**src/rtl/ceespu_bht_predictor_if.sv**
```systemverilog
//------------------------------------------------------------------------------
// Module      : ceespu_bht_predictor_if
// Description : Fetch/execute side signal bundle of the branch history table.
// Revision    : 1.0 - initial release
//------------------------------------------------------------------------------
`default_nettype none

interface ceespu_bht_predictor_if #(
    parameter int PC_W = 14
);
    logic [PC_W-1:0] I_PC;
    logic [31:0]     I_instruction;
    logic            prediction;
    logic [1:0]      prediction_state;
    logic [PC_W-1:0] branch_address;
    logic [1:0]      branch_prediction_state;
    logic            branch_taken;
    logic            update_table;

    modport master (
        output I_PC, I_instruction, branch_address, branch_prediction_state,
               branch_taken, update_table,
        input  prediction, prediction_state
    );

    modport slave (
        input  I_PC, I_instruction, branch_address, branch_prediction_state,
               branch_taken, update_table,
        output prediction, prediction_state
    );
endinterface

`default_nettype wire

```
**src/rtl/ceespu_bht_predictor.sv**
```systemverilog
//------------------------------------------------------------------------------
// Module      : ceespu_bht_predictor
// Description : Direct-mapped table of 2-bit saturating counters predicting
//               branch direction at fetch, trained from execute.
// Revision    : 1.0 - initial release
//------------------------------------------------------------------------------
`default_nettype none

module ceespu_bht_predictor #(
    parameter int         IDX_W       = 6,
    parameter int         PC_W        = 14,
    parameter logic [5:0] OPC_BRANCH  = 6'b111110,
    parameter logic [2:0] COND_ALWAYS = 3'b111,
    parameter logic [1:0] RESET_STATE = 2'b01
) (
    input  wire logic                  clk,
    input  wire logic                  rst,
    ceespu_bht_predictor_if.slave      bus
);
    localparam int c_ENTRIES = 2 ** IDX_W;

    logic [1:0]       r_table [c_ENTRIES];

    logic [PC_W-1:0]  w_readPc;
    logic [PC_W-1:0]  w_writePc;
    logic [IDX_W-1:0] w_readIdx;
    logic [IDX_W-1:0] w_writeIdx;
    logic [1:0]       w_readState;
    logic [1:0]       w_nextState;
    logic             w_isBranch;
    logic [2:0]       w_cond;
    logic             w_prediction;

    assign w_readPc    = bus.I_PC;
    assign w_writePc   = bus.branch_address;
    assign w_readIdx   = w_readPc[IDX_W-1:0];
    assign w_writeIdx  = w_writePc[IDX_W-1:0];
    assign w_readState = r_table[w_readIdx];

    assign w_isBranch  = (bus.I_instruction[31:26] == OPC_BRANCH);
    assign w_cond      = bus.I_instruction[23:21];

    always_comb begin
        w_prediction = 1'b0;
        if (!rst && w_isBranch) begin
            if (w_cond == COND_ALWAYS)
                w_prediction = 1'b1;
            else
                w_prediction = w_readState[1];
        end
    end

    assign bus.prediction       = w_prediction;
    assign bus.prediction_state = w_readState;

    // Training uses the snapshot carried from fetch, not the live entry,
    // so an intervening update to the same slot is deliberately overwritten.
    always_comb begin
        w_nextState = bus.branch_prediction_state;
        if (bus.branch_taken) begin
            if (bus.branch_prediction_state != 2'b11)
                w_nextState = bus.branch_prediction_state + 2'b01;
        end else begin
            if (bus.branch_prediction_state != 2'b00)
                w_nextState = bus.branch_prediction_state - 2'b01;
        end
    end

    always_ff @(posedge clk) begin
        if (rst) begin
            for (int i = 0; i < c_ENTRIES; i++)
                r_table[i] <= RESET_STATE;
        end else if (bus.update_table) begin
            r_table[w_writeIdx] <= w_nextState;
        end
    end

    logic w_unused;
    assign w_unused = ^{w_readPc[PC_W-1:IDX_W], w_writePc[PC_W-1:IDX_W],
                        bus.I_instruction[25:24], bus.I_instruction[20:0]};

endmodule

`default_nettype wire

```
**src/flat_wrapper.sv**
```systemverilog
// flat-port wrapper written by rule: the top's interface ports become plain ports
module ceespu_bht_predictor_flat 
#(
    parameter int         IDX_W       = 6,
    parameter int         PC_W        = 14,
    parameter logic [5:0] OPC_BRANCH  = 6'b111110,
    parameter logic [2:0] COND_ALWAYS = 3'b111,
    parameter logic [1:0] RESET_STATE = 2'b01
)
  (clk, rst, bus_I_PC, bus_I_instruction, bus_branch_address, bus_branch_prediction_state, bus_branch_taken, bus_update_table, bus_prediction, bus_prediction_state);
  ceespu_bht_predictor_if #(.PC_W(PC_W)) bus_i ();
  input  wire logic clk;
  input  wire logic rst;
  input wire logic [$bits(bus_i.I_PC)-1:0] bus_I_PC;
  input wire logic [$bits(bus_i.I_instruction)-1:0] bus_I_instruction;
  input wire logic [$bits(bus_i.branch_address)-1:0] bus_branch_address;
  input wire logic [$bits(bus_i.branch_prediction_state)-1:0] bus_branch_prediction_state;
  input wire logic [$bits(bus_i.branch_taken)-1:0] bus_branch_taken;
  input wire logic [$bits(bus_i.update_table)-1:0] bus_update_table;
  output wire logic [$bits(bus_i.prediction)-1:0] bus_prediction;
  output wire logic [$bits(bus_i.prediction_state)-1:0] bus_prediction_state;
  assign bus_i.I_PC = bus_I_PC;
  assign bus_i.I_instruction = bus_I_instruction;
  assign bus_i.branch_address = bus_branch_address;
  assign bus_i.branch_prediction_state = bus_branch_prediction_state;
  assign bus_i.branch_taken = bus_branch_taken;
  assign bus_i.update_table = bus_update_table;
  assign bus_prediction = bus_i.prediction;
  assign bus_prediction_state = bus_i.prediction_state;
  ceespu_bht_predictor #(.IDX_W(IDX_W), .PC_W(PC_W), .OPC_BRANCH(OPC_BRANCH), .COND_ALWAYS(COND_ALWAYS), .RESET_STATE(RESET_STATE)) u_core (.clk(clk), .rst(rst), .bus(bus_i));
endmodule
```
**config.mk**
```make
export PLATFORM = sky130hd
export DESIGN_NAME = ceespu_bht_predictor_flat
export DESIGN_NICKNAME = d
export VERILOG_FILES = /design/src/rtl/ceespu_bht_predictor_if.sv /design/src/rtl/ceespu_bht_predictor.sv /design/src/flat_wrapper.sv
export SDC_FILE = /design/constraint.sdc
export NUM_CORES = 1
export LEC_CHECK = 0
export BUFFER_PORTS_ARGS = -buffer_cell sky130_fd_sc_hd__buf_2
export CAP_MARGIN = 20
export CORE_ASPECT_RATIO = 0.8
export CORE_MARGIN = 5
export CORE_UTILIZATION = 53
export CTS_CLUSTER_SIZE = 24
export DETAILED_ROUTE_END_ITERATION = 10
export PLACE_DENSITY = 0.83
export RECOVER_POWER = 25
export SKIP_CTS_REPAIR_TIMING = 1
export SLEW_MARGIN = 20
export SYNTH_ARGS = -nofsm -noshare
export SYNTH_HDL_FRONTEND = slang
export SYNTH_SLANG_ARGS = --single-unit
```
**constraint.sdc**
```tcl
create_clock -name clk -period 2.51 [get_ports clk]
set_clock_uncertainty 0.2 [all_clocks]
set_input_delay 0.502 -clock clk [delete_from_list [all_inputs] [get_ports clk]]
set_output_delay 0.502 -clock clk [all_outputs]
set_load 0.05 [all_outputs]
```
**After elaboration in Yosys (flattened, before gate mapping)**

Memory sizes are Yosys's and may differ from the RTL's.
Index checks and enable logic that the tools add are counted.

- Mux-type cells: 13
- Equality and inequality tests: 3
- Add/sub/neg operators: 2
- Reductions and logical operators: 4

Operator list:

| operator | number |
|---|---|
| $mux W1 | 8 |
| $mux W2 | 4 |
| $eq A6 B6 Y1 const B | 1 |
| $mux W6 | 1 |
| $eq A3 B3 Y1 const B | 1 |
| $add A2 B1 Y2 const B | 1 |
| $ne A2 B2 Y1 const B | 1 |
| $reduce_bool A2 Y1 | 1 |
| $reduce_or A2 Y1 | 1 |
| $sub A2 B1 Y2 const B | 1 |
| $logic_and A1 B1 Y1 | 1 |
| $logic_not A1 Y1 | 1 |

- Memory bits (writable): 128
- Logic and storage cells: 23
- Memories: 1
- Register bits after elaboration: 0

Memories:

| name | depth | width | read ports | clocked after memory_dff | write ports | RTL line | text |
|---|---|---|---|---|---|---|---|
| u_core.r_table | 64 | 2 | 1 | 0 | 64 | ceespu_bht_predictor.sv:22 | `logic [1:0] r_table [c_ENTRIES];` |

**Longest topological paths before layout**

Gate-level depths: netlist (run 1).

- Depth after elaboration: 5
- Depth in mapped cells: 8

**Worst setup path after synthesis (run 1)**

Ideal clock, no wire load.

- Path type: input-to-output
- Start point: input bus_I_PC[1]
- End point: output bus_prediction
- Slack: -0.703 ns
- Data required time: 1.808 ns
- Stages on the path: 8
- Data arrival time: 2.511 ns
- Cells stage by stage: buf_2 buf_2 buf_2 mux4_2 mux2i_1 a22oi_1 nand3_1 a31oi_1

- Word-level cells in the longest chain between the ends: 3

RTL lines:

| item | RTL line | text |
|---|---|---|
| start: declaration | flat_wrapper.sv:14 | `input wire logic [$bits(bus_i.I_PC)-1:0] bus_I_PC;` |
| $mem_v2 Z64 W2 | -- |  |
| $mux W1 | ceespu_bht_predictor.sv:46 | `if (w_cond == COND_ALWAYS)` |
| $mux W1 | ceespu_bht_predictor.sv:45 | `if (!rst && w_isBranch) begin` |
| end: declaration | flat_wrapper.sv:20 | `output wire logic [$bits(bus_i.prediction)-1:0] bus_prediction;` |

Every way passes these cells.

**Final worst setup path (run 1)**

- Start point: memory u_core.r_table[10][0]
- End point: output bus_prediction_state[0]

- Word-level cells in the longest chain between the ends: 1

RTL lines:

| item | RTL line | text |
|---|---|---|
| start: declaration | ceespu_bht_predictor.sv:22 |  |
| $mem_v2 Z64 W2 | -- |  |
| end: declaration | flat_wrapper.sv:21 | `output wire logic [$bits(bus_i.prediction_state)-1:0] bus_prediction_state;` |

Every way passes these cells.

==> qor.yml, run 1 <==
finish:
  top_register: "u_core.r_table"
  final_common_cell: "edfxtp_1"
  top_regs: "u_core.r_table: 128 flops"
  most-common-layout-cells: "128 x edfxtp_1, 69 x nor2_1, 67 x nand2_1"
  antenna-diode-count: 0
  fillers: 869
  instances_no_fill: 763
  largest_reg_flops: 128
  final_nets: 664
  areaGrowthSynthToFinish_pct: 17.6
  drive_gt1_share_pct: 30.6
synthesis:
  yosys_warnings: 0
  synthSimpleGateAreaFrac_pct: 23.0
  ys_seq_elements: 128
  synth_cell_type_count: 36
  async_reset_ff_share_pct: 0
  synthesis.nets: 623
  yosysSeqAreaShare_pct: 58.3
  synthMuxAreaShare_pct: 13.2
  syn-cell-area_sq_um: 6590
  synthTopCellsByArea: "edfxtp_1 58%, mux4_2 11%, or2_2 4.1%"
  synth.largest_area_cell: "edfxtp_1"
  synth_ff_type: "edfxtp_1"
  yosys.area_share.xor_xnor_pct: 0
  synth_compound_area_share_pct: 1.56
  avgSynthCellArea_sq_um: 11.8
  syn_inst: 557
  yosysTopAreaCellShare_pct: 58.3
  synth_edf_count: 128
  synthAdderAreaFrac_pct: 0.152
  synth_top_family_by_area: "simple AND/OR/NAND/NOR gates"
critical_path:
  critical_path_buf_inv_count: 1
  cp-end-kind: "output pin"
  cp_slowest_stage_delay_ns: 0.52
  path_depth: 5
  crit_path_frequent_cell: "mux4_2"
  critPathRequiredTime_ns: 1.81
  worst_setup_path_start_kind: "flop"
  critPathKind: "flop to output pin"
  critPathArrivalTime_ns: 2.32
  cp_max_fo: 1
  cpMaxStageDelayCell: "mux4_2"
  crit_family: "multiplexers"
  path_cells: "mux4_2 > mux4_2 > mux2i_4 > o22ai_4 > buf_6"
power:
  total_leakage_power_uw: 0.00264
  ir_worst_vdd_mv: 0.490
  power.density_nw_per_um2: 698
routing:
  vias_per_cell: 6.24
  drt_wl_total_um: 16600
  dr.pass1.iters: 8
  dr.first_iter.drc_count: 680
  ant_nets: 0
  wl_per_cell_um: 21.8
  via_count: 4758
  drc: 0
floorplan:
  rows: 36
  start_util_pct: 54.2
  core_area_sq_um: 12200
  dieHeight_um: 110
  die_area_sq_um: 14800
  fp.dieW_um: 135
  pin_count: 69
timing:
  finalSetupViolCount: 3
  fin_hold_ws_ns: 0.443
  maxSlewViolCount: 64
  tns_ns: -1.47
  fmax_ghz: 0.331
  period_needed_ns: 3.02
  tightest_slew_ns: 1.50
  fin_crit_sh_pct: 120
  layout_setup_ws_ns: -0.512
  final_hold_viol_count: 0
  rsz0062_at_grt: "true"
  max-slew-margin-rel_pct: -0.290
min_path:
  holdPathStages: 4
  hp-class: "input pin to flop"
placed_design:
  hpwl_um: 10800
  place_ws_ns: -0.691
  io_buffers: 29
  finalWeightedCongestion: 0.844
  dp_cells: 727
run_status:
  status: "finished, violations left"
  violations: "capacitance limit, slew limit, setup timing"
clocking:
  htree_levels: 4
  cts.sink_count: 128
  cts_buffers: 17
  cts_max_path_buffers: 2
  cts_tree: "done"
  clk_transition_reported_paths_ns: 0.05
  root_buffer: "clkbuf_16"
global_routing:
  antenna_found_initial: 0
  grt.total_usage_pct: 23.5
  grt_pass1_wl_um: 25600
  grt_max_degree: 65
  grt_overflow: 0
  grt_pass1_vias: 4829
flow_run:
  max-cap-violations: 1
layout make-up:
type                            instances  area (sq um)  area share, %
Sequential cell                       128          3840           49.6
Timing Repair Buffer                   77           577           7.44
Multi-Input combinational cell        371          2580           33.2
Clock buffer                           18           429           5.54
Inverter                                3          11.3          0.145
Tap cell                              152           190           2.45
Clock inverter                         14           124           1.60
per-layer routing:
metal  vias up  part of all wire (%)  GRT usage (%)
met1      2321                    38           29.9
met3        45                   9.9           5.81
met5         -                     0              0
met4         0                   3.2           12.5
li1       2097                     -              -
met2       295                    49           37.8
logic make-up after synthesis:
group | count (synthesis)
DFF | 128
buffers and inverters | 58
adders and majority gates | 1
AOI/OAI and AO/OA | 14
muxes | 48
and+or+nand+nor | 308
tightest hold or removal path, cell delays in order:
cell,delay [ns]
buf_2,0.15
nand2_1,0.08
nor2_1,0.12
nand3_1,0.11
power breakdown:
part	switching, uW	total, uW	internal [uW]
clock network	889	2320	1430
registers	43.1	2500	2460
logic	328	583	254
total	1260	5410	4150
synthesized netlist by cell type, types with 5 or more instances:
cell      instances
edfxtp_1        128
nor2_1           69
nand2_1          68
clkbuf_1         43
or2_2            43
nor3_1           40
mux4_2           31
nand3_1          31
nand2b_1         29
mux2i_1          14
buf_2             7
nand3b_1          5
final timing paths:
| kind | slack, ns | to | startpoint |
|---|---|---|---|
| max | -0.51 | bus_prediction_state[0] | u_core.r_table[10][0] |
| min | 0.44 | u_core.r_table[44][0] | bus_branch_address[3] |
metrics by stage:
stage / power (uW) / cell area, sq um / utilization, %
6_report: 5410 / 7750 / 63.7
3_3_place_gp: 3070 / 7130 / 58.6
4_1_cts: 5380 / 7680 / 63.1
3_5_place_dp: 3090 / 7130 / 58.6
2_1_floorplan: 2890 / 6650 / -
5_1_grt: 5560 / 7750 / 63.7
Power figures use the tool's default switching activity.
==> inputs of run 2 (changes only) <==
--- a/config.mk
+++ b/config.mk
@@ -12,9 +12,10 @@
 export CORE_UTILIZATION = 53
 export CTS_CLUSTER_SIZE = 24
 export DETAILED_ROUTE_END_ITERATION = 10
-export PLACE_DENSITY = 0.83
+export PLACE_DENSITY_LB_ADDON = 0.05
 export RECOVER_POWER = 25
 export SKIP_CTS_REPAIR_TIMING = 1
+export SKIP_LAST_GASP = 1
 export SLEW_MARGIN = 20
 export SYNTH_ARGS = -nofsm -noshare
 export SYNTH_HDL_FRONTEND = slang
==> run 2 against run 1 <==
Compared with the run above:
- the flow finishes with violations (setup timing)
- clock-buffer cell count up 2
- via count down 3.7%
- combinational power down 0.9%
- global-route usage down 0.24 points
- sequential cell count unchanged
- design area down 0.21%
- critical path type unchanged
- highest routed layer unchanged
==> qor.yml, run 2 (synthesis gave the netlist of run 1 again) <==
finish:
  largest_reg_flops: 128
  drive_gt1_share_pct: 29.3
  top_regs: "u_core.r_table: 128 flops"
  instances_no_fill: 766
  areaGrowthSynthToFinish_pct: 17.4
  antenna-diode-count: 0
  most-common-layout-cells: "128 x edfxtp_1, 69 x nor2_1, 67 x nand2_1"
  final_util_pct: 63.6
  top_register: "u_core.r_table"
  final_common_cell: "edfxtp_1"
  final_nets: 669
clocking:
  cts_buffers: 17
  clk_transition_reported_paths_ns: 0.05
  root_buffer: "clkbuf_16"
  htree_levels: 4
  cts_max_path_buffers: 2
  cts.sink_count: 128
  cts_tree: "done"
routing:
  via_count: 4584
  vias_per_cell: 5.98
  dr.first_iter.drc_count: 499
  wl_per_cell_um: 21.1
  dr.pass1.iters: 5
  drc: 0
  drt_wl_total_um: 16200
  ant_nets: 0
timing:
  fin_hold_ws_ns: 0.465
  final_hold_viol_count: 0
  max-slew-margin-rel_pct: 12.7
  rsz0062_at_grt: "true"
  tightest_slew_ns: 1.31
  maxSlewViolCount: 0
  fin_crit_sh_pct: 121
  finalSetupViolCount: 3
  layout_setup_ws_ns: -0.531
  fmax_ghz: 0.329
  period_needed_ns: 3.04
critical_path:
  critPathRequiredTime_ns: 1.81
  critPathArrivalTime_ns: 2.34
  startpoint: "u_core.r_table[42][1]"
  worst_setup_path_start_kind: "flop"
  cp-end-kind: "output pin"
  cp_max_fo: 2
  critPathKind: "flop to output pin"
run_status:
  status: "finished, violations left"
  violations: "setup timing"
floorplan:
  fp.dieW_um: 135
  pin_count: 69
  start_util_pct: 54.2
  die_area_sq_um: 14800
  core_area_sq_um: 12200
  rows: 36
  dieHeight_um: 110
global_routing:
  antenna_found_initial: 0
  grt.total_usage_pct: 23.3
  grt_max_degree: 65
  grt_pass1_wl_um: 25100
  grt_pass1_vias: 4509
  grt_overflow: 0
placed_design:
  dp_cells: 731
  io_buffers: 29
  hpwl_um: 10800
  finalWeightedCongestion: 0.853
min_path:
  hold_start: "bus_branch_address[0]"
  hp-class: "input pin to flop"
power:
  total_leakage_power_uw: 0.00264
  power.density_nw_per_um2: 690
  ir_worst_vdd_mv: 0.629
flow_run:
  max-cap-violations: 0
-- run 2: area by class of cell --
| type | instances | area (sq um) |
|---|---|---|
| sequential | 128 | 3840 |
| clock buffer | 20 | 437 |
| fill | 949 | 4430 |
| inverter | 3 | 11.3 |
| multi-input combinational | 371 | 2560 |
| timing repair buffer | 82 | 598 |
| tap | 152 | 190 |
| clock inverter | 10 | 96.3 |
-- run 2: report_power, final --
| part | leakage [uW] | total, uW | internal (uW) | switching, uW |
|---|---|---|---|---|
| clock network | 0.000257 | 2260 | 1420 | 835 |
| logic | 0.00113 | 578 | 256 | 322 |
| registers | 0.00125 | 2500 | 2460 | 41.1 |
-- run 2: final timing paths --
kind              slack [ns]  depth (start not counted)                    end
hold / removal          0.46                          5  u_core.r_table[31][0]
setup / recovery       -0.53                          6         bus_prediction
-- run 2: per-stage QoR --
| stage | total power (uW) | area, sq um | setup slack (ns) | TNS (ns) |
|---|---|---|---|---|
| final | 5340 | 7740 | -0.531 | -1.53 |
| after global routing | 5520 | 7740 | -0.600 | -2.29 |
| after CTS | 5350 | 7680 | -0.714 | -2.07 |
| after detailed placement | 3100 | 7140 | -0.706 | -2.04 |
| after global placement | 3080 | 7140 | -0.638 | -1.82 |
| after floorplan | 2890 | 6650 | -0.275 | -0.736 |
-- run 2: routing by layer --
| metal | global-route usage (%) | part of all wire (%) | vias to the layer above |
|---|---|---|---|
| li1 | - | - | 2115 |
| met3 | 4.94 | 4.8 | 18 |
| met1 | 31.7 | 45 | 2329 |
| met5 | 0 | 0 | - |
| met4 | 7.12 | 1.6 | 0 |
| met2 | 38.1 | 49 | 122 |
-- run 2: critical path, cell delays in order (launching register included) --
cell and delay [ns]:
edfxtp_1 0.40, mux4_2 0.48, mux2_4 0.27, or3_1 0.31, nand4_1 0.21, a31oi_4 0.11
buf_6 0.16
==> inputs of run 3 (changes only) <==
==> constraint.sdc (replaced) <==
create_clock -name clk -period 2.5 [get_ports clk]
set_clock_uncertainty 0.2 [all_clocks]
set_input_delay 0.5 -clock clk [delete_from_list [all_inputs] [get_ports clk]]
set_output_delay 0.5 -clock clk [all_outputs]
set_load 0.05 [all_outputs]
==> run 3 against run 2 <==
Compared with the run above:
- the flow still finishes with violations (setup timing)
- cell count fell by 0.13%
- critical endpoint is now bus_prediction_state[0]
- highest routed layer unchanged
- combinational power rose by 2%
- global-route usage barely moved
- sequential cell count did not move
- sequential share of layout area fell by 0.87 points
- worst setup slack got worse by 0.0063 ns
==> qor.yml, run 3 (synthesis gave the netlist of run 1 again) <==
timing:
  finalSetupViolCount: 3
  rsz0062_at_grt: "true"
  max-slew-margin-rel_pct: 22.9
  fmax_ghz: 0.329
  period_needed_ns: 3.04
  layout_setup_ws_ns: -0.537
  final_hold_viol_count: 0
  tightest_slew_ns: 1.16
  maxSlewViolCount: 0
  fin_crit_sh_pct: 121
  fin_hold_ws_ns: 0.429
finish:
  top_regs: "u_core.r_table: 128 flops"
  largest_reg_flops: 128
  final_nets: 667
  instances_no_fill: 765
  top_register: "u_core.r_table"
  final_area_sq_um: 7870
  areaGrowthSynthToFinish_pct: 19.5
  antenna-diode-count: 0
  fillers: 932
  final_common_cell: "edfxtp_1"
  final_util_pct: 64.7
  most-common-layout-cells: "128 x edfxtp_1, 69 x nor2_1, 67 x nand2_1"
  drive_gt1_share_pct: 30.7
clocking:
  clk_transition_reported_paths_ns: 0.06
  cts_tree: "done"
  cts_buffers: 17
  cts.sink_count: 128
  root_buffer: "clkbuf_16"
  htree_levels: 4
  cts_max_path_buffers: 2
critical_path:
  worst_setup_path_start_kind: "flop"
  cp_max_fo: 1
  cp-end-kind: "output pin"
  critPathRequiredTime_ns: 1.80
  critPathArrivalTime_ns: 2.34
  critPathKind: "flop to output pin"
global_routing:
  grt_max_degree: 65
  grt.total_usage_pct: 23.3
  antenna_found_initial: 0
  grt_pass1_wl_um: 24900
  grt_pass1_vias: 4448
  grt_overflow: 0
floorplan:
  core_area_sq_um: 12200
  rows: 36
  pin_count: 69
  start_util_pct: 54.2
  fp.dieW_um: 135
  die_area_sq_um: 14800
  dieHeight_um: 110
flow_run:
  max-cap-violations: 0
routing:
  dr.first_iter.drc_count: 554
  wl_per_cell_um: 21.2
  via_count: 4624
  vias_per_cell: 6.04
  dr.pass1.iters: 7
  ant_nets: 0
  drc: 0
  drt_wl_total_um: 16200
run_status:
  violations: "setup timing"
  status: "finished, violations left"
placed_design:
  dp_cells: 732
  finalWeightedCongestion: 0.848
  hpwl_um: 10600
  place_area_sq_um: 7180
  io_buffers: 29
power:
  total_leakage_power_uw: 0.00268
  ir_worst_vdd_mv: 0.506
  power.density_nw_per_um2: 742
min_path:
  hp-class: "input pin to flop"
run 3: cell types whose count changed in the layout (fill, tap and decap cells not counted), sizes merged:
cell / before / now
clkbuf: 34 / 29
inv: 3 / 7
bufinv: 2 / 5
clkinv: 7 / 4
run 3: path summary, 6_finish.rpt:
check / depth (start not counted) / to / start / slack (ns)
worst max-delay path: 5 / bus_prediction_state[0] / u_core.r_table[10][0] / -0.54
worst min-delay path: 3 / u_core.r_table[8][1] / bus_branch_taken / 0.43
run 3: final cells by class:
cell class,count,area (sq um),share of cell area (%)
Sequential cell,128,3840,48.8
Multi-Input combinational cell,371,2600,33.0
Timing Repair Buffer,80,573,7.28
Clock buffer,17,425,5.40
Clock inverter,14,230,2.92
Tap cell,152,190,2.42
Inverter,3,11.3,0.143
run 3: critical path, stage by stage (launching register included):
cell and delay (ns):
edfxtp_1 0.41, mux4_2 0.51, mux4_2 0.50, mux2i_4 0.19
o22ai_4 0.11, buf_4 0.20
run 3: layer usage:
metal | track usage, % | wire length, um
met3 | 4.99 | 1170
met5 | 0 | 0
met4 | 10.2 | 459
met1 | 32.7 | 7030
met2 | 35.6 | 7520
run 3: power by group:
| part | leakage (uW) | internal (uW) | switching (uW) | total, uW |
|---|---|---|---|---|
| logic | 0.00111 | 259 | 331 | 590 |
| registers | 0.00125 | 2470 | 40.8 | 2510 |
| clock network | 0.000316 | 1780 | 957 | 2740 |
run 3: metrics by stage:
step / TNS [ns] / setup slack (ns) / total power, uW
4_1_cts: -2.01 / -0.747 / 5820
6_report: -1.54 / -0.537 / 5840
2_1_floorplan: -0.754 / -0.281 / 2900
3_5_place_dp: -1.99 / -0.729 / 3110
5_1_grt: -2.52 / -0.589 / 6000
3_3_place_gp: -1.80 / -0.621 / 3110
